**src/rtl/writeback_stage.sv**
```systemverilog
// writeback_stage: final pipeline stage. Holds the MEM/WB register, picks ALU
// result or load data, drives the register-file write port, and stalls the
// pipeline while a load waits for variable-latency memory data. A watchdog
// drops a load that never gets its data so the pipeline cannot hang.
// Optional build macro: WB_INSTRET_EN (retired-instruction counter).

module writeback_stage #(
    parameter int LOAD_TIMEOUT = 15,  // max WAIT cycles before a load is dropped (1..255)
    parameter int CNT_W        = 8    // wait counter width, must hold LOAD_TIMEOUT
) (
    input  logic        clk,
    input  logic        clrn,         // asynchronous, active-high clear
    input  logic        mem_valid,
    input  logic        mem_wreg,
    input  logic        mem_m2reg,
    input  logic [4:0]  mem_rn,
    input  logic [31:0] mem_alu,
    input  logic        dmem_rvalid,
    input  logic [31:0] dmem_rdata,
    output logic [31:0] wdi,
    output logic [4:0]  wb_rd,
    output logic        wb_wreg,
    output logic        wb_stall,
    output logic        wb_err,
    output logic [31:0] instret
);

    typedef enum logic [1:0] {
        ST_EMPTY  = 2'd0,
        ST_ACTIVE = 2'd1,
        ST_WAIT   = 2'd2
    } wb_state_t;

    localparam logic [CNT_W-1:0] TIMEOUT_CNT = CNT_W'(LOAD_TIMEOUT);

    // MEM/WB pipeline entry
    logic        v;
    logic        wreg;
    logic        m2reg;
    logic [4:0]  rn;
    logic [31:0] alu;

    wb_state_t        state;
    wb_state_t        state_next;
    logic [CNT_W-1:0] wait_cnt;
    logic             timeout;
    logic             capture;

    // A load is dropped when it has waited LOAD_TIMEOUT cycles and data still
    // has not arrived; this releases the stall in the same cycle.
    assign timeout  = (state == ST_WAIT) && !dmem_rvalid && (wait_cnt == TIMEOUT_CNT);
    assign wb_stall = v & m2reg & ~dmem_rvalid & ~timeout;
    assign capture  = ~wb_stall;

    // Write port: a timed-out load never writes because dmem_rvalid is low.
    assign wdi     = m2reg ? dmem_rdata : alu;
    assign wb_rd   = rn;
    assign wb_wreg = v & wreg & (rn != 5'd0) & (~m2reg | dmem_rvalid);

    // Pipeline register: take the MEM instruction whenever WB is not stalled.
    // NOTE: sequential state uses non-blocking (<=) so every flop samples the
    // pre-edge values regardless of statement order.
    always_ff @(posedge clk or posedge clrn) begin
        if (clrn) begin
            v     <= 1'b0;
            wreg  <= 1'b0;
            m2reg <= 1'b0;
            rn    <= 5'd0;
            alu   <= 32'd0;
        end else if (capture) begin
            v     <= mem_valid;
            wreg  <= mem_wreg;
            m2reg <= mem_m2reg;
            rn    <= mem_rn;
            alu   <= mem_alu;
        end
    end

    // State register.
    always_ff @(posedge clk or posedge clrn) begin
        if (clrn) state <= ST_EMPTY;
        else      state <= state_next;
    end

    // Next state: re-derived from the incoming instruction on every capture;
    // a stalled entry stays in WAIT.
    // NOTE: state_next is defaulted first so no path leaves it unassigned,
    // which would otherwise infer a latch.
    always_comb begin
        state_next = state;
        if (capture) begin
            if (!mem_valid)     state_next = ST_EMPTY;
            else if (mem_m2reg) state_next = ST_WAIT;
            else                state_next = ST_ACTIVE;
        end
    end

    // Wait counter: cleared on capture, counts empty WAIT cycles, saturates.
    always_ff @(posedge clk or posedge clrn) begin
        if (clrn) begin
            wait_cnt <= '0;
        end else if (capture) begin
            wait_cnt <= '0;
        end else if (state == ST_WAIT && !dmem_rvalid && wait_cnt != TIMEOUT_CNT) begin
            wait_cnt <= wait_cnt + 1'b1;
        end
    end

    // Sticky error flag: set by any load timeout, cleared only by reset.
    always_ff @(posedge clk or posedge clrn) begin
        if (clrn)         wb_err <= 1'b0;
        else if (timeout) wb_err <= 1'b1;
    end

`ifdef WB_INSTRET_EN
    // Retired-instruction counter: any valid entry leaving WB, wraps at 2^32.
    always_ff @(posedge clk or posedge clrn) begin
        if (clrn)               instret <= 32'd0;
        else if (v && !wb_stall) instret <= instret + 32'd1;
    end
`else
    assign instret = 32'h0;
`endif

endmodule

```
**config.mk**
```make
export PLATFORM = sky130hd
export DESIGN_NAME = writeback_stage
export DESIGN_NICKNAME = d
export VERILOG_FILES = /design/src/rtl/writeback_stage.sv
export SDC_FILE = /design/constraint.sdc
export NUM_CORES = 1
export LEC_CHECK = 0
export BUFFER_PORTS_ARGS = -buffer_cell sky130_fd_sc_hd__clkbuf_2
export CORE_ASPECT_RATIO = 0.5
export CORE_MARGIN = 3
export CORE_UTILIZATION = 41
export CTS_CLUSTER_SIZE = 24
export DETAILED_ROUTE_END_ITERATION = 8
export HOLD_SLACK_MARGIN = 0.05
export PLACE_DENSITY = 0.75
export SETUP_SLACK_MARGIN = 0.15
export SKIP_LAST_GASP = 1
export SLEW_MARGIN = 25
export SYNTH_ARGS = -nofsm -noshare
export SYNTH_HDL_FRONTEND = slang
export SYNTH_SLANG_ARGS = --single-unit
```
**constraint.sdc**
```tcl
create_clock -name clk -period 4.2 [get_ports clk]
set_clock_uncertainty 0.05 [all_clocks]
set_input_delay 0.21 -clock clk [delete_from_list [all_inputs] [get_ports clk]]
set_output_delay 0.21 -clock clk [all_outputs]
set_load 0.05 [all_outputs]
```
==> run summary, run 1 <==
Post-CTS Repair Setup Buffers: 0
Final wirelength: 6.05 mm
Mux cell area share after synthesis: 31.9%
Share of power burned in combinational logic: 30.3%
GRT overflow: 0
RSZ-0062 raised after global routing: no
Slowest CP cell: buf_4
Period minus WS final: 2.21 ns
Yosys cell types: 34
Fill cell count: 551
Vias per cell: 4.68
Largest net degree at the start of global routing: 52
Met1 WL: 2.30 mm
Worst Path Required: 4.32 ns
Final setup viols: 0
Site Rows: 20
Mapped Cells: 212
Min-delay worst type: in -> async
Crit share post-route: 52.7%
Internal: 0.879 mW
Peak supply drop: 169 uV
Peak Freq: 452 MHz
Pwr Density: 381 nW/um^2
Met3 Routed Length: 369 um
Global-route wire length before repair: 9.89 mm
Largest area contributor in the netlist: dfrtp_1
Synth Area in Simple Gates: 6.99%
Yosys top cell area share: 44.3%
I/O pin count: 147
Type of origin of the critical path: register
Setup tns final: 0 ns
Core ar.: 6430 um^2
Ys flop type: dfrtp_1
Post-DRT Antenna Nets: 0
Adder-Cell Fraction of Synth Area: 0.434%
Arr. time, crit path: 2.33 ns
Chip width: 125 um
Xor-xnor portion of the synthesized cell area: 1.52%
Cell chain of the critical path: ha_1 > nor4b_4 > a31oi_4 > buf_4 > mux2_4
Max Cap Viol: 0
Num CTS Buffers: 5
Crit. End Element: register
Part of the power in registers: 40.7%
Net count, final: 402
Rel. slew slack: 42.0%
Sw Share: 34.9%
Synth Area in Compound Gates: 3.95%
Met2 WL: 3.29 mm
Sequential share of the synthesized area: 44.3%
Placer Congestion: 0.748
Clk buf depth: 2
Post-synthesis register bit count: 51
Die outline height: 65.3 um
Hold_buf cts: 0
Vias in the first global route: 2063
Synth top area cells: dfrtp_1 (44%), mux2_4 (18%), mux2_2 (14%), buf_4 (8.3%), buf_6 (1.6%)
Initial Util: 44.8%
Post-synth ARST share: 100%
Max Used Layer: met4
Count leader, synth: dfrtp_1
Iteration-0 DRC Markers: 64
Outcome: completed
Area Growth Syn to Fin: 22.8%
Finished Layout Cells: 415
Clk sinks: 51
Htree depth: 2
TritonCTS clock tree: built
TritonRoute pass-1 iters: 4
Clock Power Share: 29.0%
P_sw: 0.471 mW
Total GRT Usage: 14.9%
Antenna fix cells: 0
Synth top cells by count: dfrtp_1 (51), mux2_2 (35), mux2_4 (35), buf_4 (32), nand2_1 (6)
Initial antenna violation count: 0
Crit Path Class: reg -> reg
CTS resizes: 0
Worst Tran Pin Value: 0.869 ns
Syn. warnings: 0
DR WL/cell: 14.6 um
Share of post-route cells with drive strength above 1: 62.1%
Root buf cell: clkbuf_16
Worst-path fanout max: 24
CP max stage delay: 0.44 ns
Hpwl dp: 4.72 mm
Post-synth EDFFs: 0
Placed Cells: 407
Final Max Tran Viols: 0
WHS: 0.00457 ns
Leakage: 1.80 nW
Hold Fails Final Rpt: 0
Die ar.: 8130 um^2
Vias: 1942
PortBufs: 114
Avg Inst Size Synth: 13.6 um^2
CTS clk-pin slew, worst paths: 0.07 ns
DRC: 0
Post-Synthesis Cell Area: 2880 um^2
Worst skew pair latency: 0.29 ns
Reg2reg setup slack: 1.99 ns
Largest family of logic cells by synthesized area: multiplexers
layer usage:
layer / vias up / GRT usage (%)
met2: 75 / 29.0
li1: 907 / -
met1: 952 / 16.7
met5: - / 0
met4: 0 / 4.64
met3: 8 / 2.84
critical path: cells and delay by family (launching register included):
family / cells / cell delay [ns]
DFF: 1 / 0.43
adders and majority gates: 1 / 0.26
muxes: 1 / 0.34
buffers and inverters: 1 / 0.44
and+or+nand+nor: 1 / 0.16
AOI/OAI and AO/OA: 1 / 0.41
cells in the final DEF, fill, tap and decap left out, drive strengths merged:
master / count
o211ai: 2
a21boi: 1
and4: 1
and3: 2
clkbuf: 120
clkinvlp: 1
dfrtp: 51
conb: 32
and2: 5
nand3: 1
nand2: 6
a31oi: 1
clkinv: 2
or2: 3
a32o: 1
a21oi: 1
nor3: 1
xnor2: 5
nand3b: 1
nor2: 2
a31o: 1
nor4b: 1
nand2b: 2
ha: 1
nor2b: 1
o2111ai: 3
buf: 3
o21ai: 4
nor3b: 1
and3b: 1
mux2: 70
per-stage QoR:
step                      power [mW]  instance area, um^2  utilization [%]  setup WS [ns]
after floorplan                0.903                 3000                -           2.39
after global placement         0.959                 3390             52.8           2.07
after detailed placement       0.969                 3390             52.8           2.00
after CTS                       1.36                 3540             55.0           1.98
after global routing            1.41                 3540             55.0           1.85
final                           1.35                 3540             55.0           1.99
power groups by stage:
stage	sequential, mW	combinational, mW	clock [mW]
floorplan	0.564	0.339	0
global placement	0.556	0.403	0
detailed placement	0.557	0.411	0
CTS	0.549	0.412	0.402
global route	0.553	0.430	0.426
finish	0.549	0.409	0.391
registers in the layout (all words and copies together), names as in the netlist:
signal and count:
alu 32, v 1, wb_err 1, wreg 1, state 2, wb_rd 5
wait_cnt 8, m2reg 1
kinds of logic (layout without fill, tap and decap cells):
logic type / count (synthesis) / in the layout
compound gates: 14 / 14
flops: 51 / 51
simple gates: 28 / 28
fa+ha+maj: 1 / 1
mux: 70 / 70
other cells: 1 / 32
buf+inv: 42 / 126
xor+xnor: 5 / 5
layout make-up:
cell class / instances / area, um^2 / share of cell area, %
flip-flops and latches: 51 / 1280 / 36.1
clock inverters: 2 / 12.5 / 0.354
multi-input cells: 150 / 1410 / 39.9
clock buffers: 6 / 129 / 3.64
repair buffers: 117 / 593 / 16.8
inverters: 1 / 5.00 / 0.141
well taps: 88 / 110 / 3.11
worst paths after layout:
check	startpoint	end	cells after the start
max	wait_cnt[0]	alu[25]	5
min	clrn	alu[19]	2
max reg2reg	wait_cnt[0]	alu[25]	5
min reg2reg	wb_err	wb_err	1
max in group asynchronous	clrn	alu[11]	2
min in group clk	mem_alu[27]	alu[27]	2
Note: power is estimated with default switching activity, not from simulation.
==> run 2, diff against run 1 <==
- ABC_AREA: not set -> 1
- PLACE_DENSITY: 0.75 -> 0.79
- clock period: 4.2 -> 2 ns (I/O delays scaled with it)
==> run summary, run 2 <==
Share of post-route cells with drive strength above 1: 27.5% (-35 points)
Mapped Cells: 357 (+68%)
DR WL/cell: 11.4 um (-22%)
Clk sinks: 51 (unchanged)
Die ar.: 7760 um^2 (-4.6%)
Period minus WS final: 1.71 ns
Hpwl dp: 4.60 mm (-2.7%)
Biggest register: alu
Core ar.: 6260 um^2 (-2.7%)
Post-synth ARST share: 100% (unchanged)
Initial Util: 43.8% (-1.0 points)
PortBufs: 114 (unchanged)
Num CTS Buffers: 5 (unchanged)
Commonest non-fill, non-tap cells in the layout: clkbuf_2 (113), nand2_1 (105), o21ai_0 (56)
RSZ-0062 raised after global routing: no
Ys flop type: dfrtp_1
Pwr Density: 771 nW/um^2 (+100%)
TritonCTS clock tree: built
Worst Tran Pin Value: 0.499 ns (-0.370 ns)
Sequential share of the synthesized area: 46.6% (+2.3 points)
Iteration-0 DRC Markers: 138 (+120%)
Clock Power Share: 31.3% (+2.3 points)
Max Cap Viol: 0 (unchanged)
Vias per cell: 4.44 (-5.2%)
Vias: 2663 (+37%)
GRT overflow: 0 (unchanged)
TritonRoute pass-1 iters: 4 (unchanged)
Final setup viols: 0 (unchanged)
CTS clk-pin slew, worst paths: 0.06 ns (about the same)
Die outline height: 63.8 um (-2.3%)
P_sw: 1.06 mW (+120%)
Final wirelength: 6.82 mm (+13%)
Type of origin of the critical path: register
Rel. slew slack: 66.7% (+25 points)
Htree depth: 2 (unchanged)
Pre-CTS WS: 0.403 ns (-1.59 ns)
Yosys top cell area share: 46.6% (+2.3 points)
CTS resizes: 0 (unchanged)
Crit share post-route: 85.6%
DRC: 0 (unchanged)
Hold Fails Final Rpt: 0 (unchanged)
Synth top cells by count: nand2_1 (105), o21ai_0 (58), dfrtp_1 (51), inv_1 (48), buf_4 (32)
Yosys cell types: 25 (-26%)
Clk buf depth: 2 (unchanged)
Placer Congestion: 0.808 (+8.0%)
Vias in the first global route: 2593 (+26%)
Outcome: completed
Min-delay worst type: in -> reg
Post-synthesis register bit count: 51 (unchanged)
Count leader, synth: nand2_1
Antenna fix cells: 0 (unchanged)
Syn. warnings: 0 (unchanged)
Site Rows: 20 (unchanged)
Leakage: 2.19 nW (+22%)
Most common cell after layout, fill and taps aside: clkbuf_2
Worst skew pair latency: 0.29 ns (about the same)
Largest net degree at the start of global routing: 49 (-5.8%)
Avg Inst Size Synth: 7.68 um^2 (-44%)
Part of the power in registers: 38.0% (-2.7 points)
Final worst slack: 0.288 ns (-1.70 ns)
Crit Path Class: reg -> out
Crit. End Element: output pin
Peak Freq: 584 MHz
Share of power burned in combinational logic: 30.8% (+0.5 points)
Internal: 1.94 mW (+120%)
Initial antenna violation count: 0 (unchanged)
Worst Path Required: 1.85 ns (-2.47 ns)
Largest register FFs: 32 (unchanged)
Total GRT Usage: 18.5% (+3.6 points)
Net count, final: 588 (+46%)
Area Growth Syn to Fin: 42.0%
Final Max Tran Viols: 0 (unchanged)
Root buf cell: clkbuf_16
I/O pin count: 147 (unchanged)
Chip width: 122 um (-2.4%)
Largest area contributor in the netlist: dfrtp_1
Setup tns final: 0 ns (unchanged)
Peak supply drop: 374 uV (+120%)
Arr. time, crit path: 1.56 ns (-0.77 ns)
Worst-path fanout max: 7 (-71%)
Post-DRT Antenna Nets: 0 (unchanged)
Post-synth EDFFs: 0 (unchanged)
Sw Share: 35.3% (+0.39 points)
Global-route wire length before repair: 11.7 mm (+18%)
Synth top area cells: dfrtp_1 (47%), nand2_1 (14%), o21ai_0 (11%), buf_4 (8.8%), inv_1 (6.6%)
Post-Synthesis Cell Area: 2740 um^2 (-4.9%)
==> run 2: cell types whose count changed after synthesis, moves of 11 or more <==
cell     change
mux2_2      -35
nor2_1      +11
nand2_1     +99
inv_1       +47
o21ai_0     +55
mux2_4      -35
==> run 2: cell type report <==
class,instances,area (um^2)
fillers,542,2370
flip-flops and latches,51,1280
repair buffers,165,1090
multi-input cells,239,1060
inverters,50,188
clock buffers,5,125
well taps,88,110
clock inverters,2,37.5
==> run 2: metal layers <==
metal / GRT usage (%) / routed length (um) / vias up
met1: 21.5 / 2670 / 1216
met2: 33.5 / 3580 / 82
met4: 9.36 / 240 / 0
met5: 0 / 0 / -
li1: - / - / 1346
met3: 2.74 / 335 / 19
==> run 2: final timing paths <==
| path | to | depth (start not counted) | slack, ns | startpoint |
|---|---|---|---|---|
| max | wb_stall | 6 | 0.29 | wait_cnt[1] |
| max reg2reg | alu[12] | 7 | 0.37 | wait_cnt[1] |
| min in group asynchronous | alu[16] | 3 | 0.33 | clrn |
| max in group asynchronous | alu[8] | 4 | 0.98 | clrn |
| min | wait_cnt[1] | 4 | 0.15 | dmem_rvalid |
| min reg2reg | wb_err | 2 | 0.41 | wb_err |
==> run 2: metrics by stage <==
| step | area, um^2 | power (mW) | util (%) | hold slack (ns) | instances |
|---|---|---|---|---|---|
| final | 3890 | 3.00 | 62.2 | 0.146 | 600 |
| after global routing | 3890 | 3.16 | 62.2 | 0.168 | 600 |
| after CTS | 3870 | 3.02 | 61.8 | 0.144 | 597 |
| after detailed placement | 3290 | 2.00 | 52.6 | 0.0946 | 548 |
| after global placement | 3290 | 1.99 | 52.6 | 0.0887 | 548 |
| after floorplan | 2860 | 1.84 | - | 0.160 | 388 |
==> run 2: timing repair <==
item,4_1_cts,5_1_grt
hold buffers,41,0
setup endpoints to repair,1,1
hold endpoints to repair,63,0
pin swaps,0,0
buffers inserted,1,3
==> run 2: power groups by stage <==
stage          logic (mW)  registers, mW  clock network (mW)
2_1_floorplan       0.655           1.18                   0
3_3_place_gp        0.827           1.16                   0
3_5_place_dp        0.834           1.16                   0
4_1_cts             0.907           1.14               0.966
5_1_grt              1.00           1.15                1.01
6_report            0.923           1.14               0.938
==> run 2: kinds of logic (layout without fill, tap and decap cells) <==
logic type               count (synthesis)  in the layout  share of synthesized area (%)
XOR/XNOR                                 2              2                          0.639
flip-flops                              51             51                           46.6
AND/OR/NAND/NOR                        136            136                           20.6
AO/OA/AOI/OAI                           68             68                           12.5
buffers and inverters                   98            222                           19.0
adder cells (fa/ha/maj)                  1              1                          0.457
other                                    1             32                          0.137
==> run 2: critical path, cell delays in order (launching register included) <==
cell and delay [ns]:
dfrtp_1 0.41, ha_1 0.23, nand3_2 0.11, nor2_4 0.05, a21boi_1 0.15, buf_4 0.18
buf_12 0.14
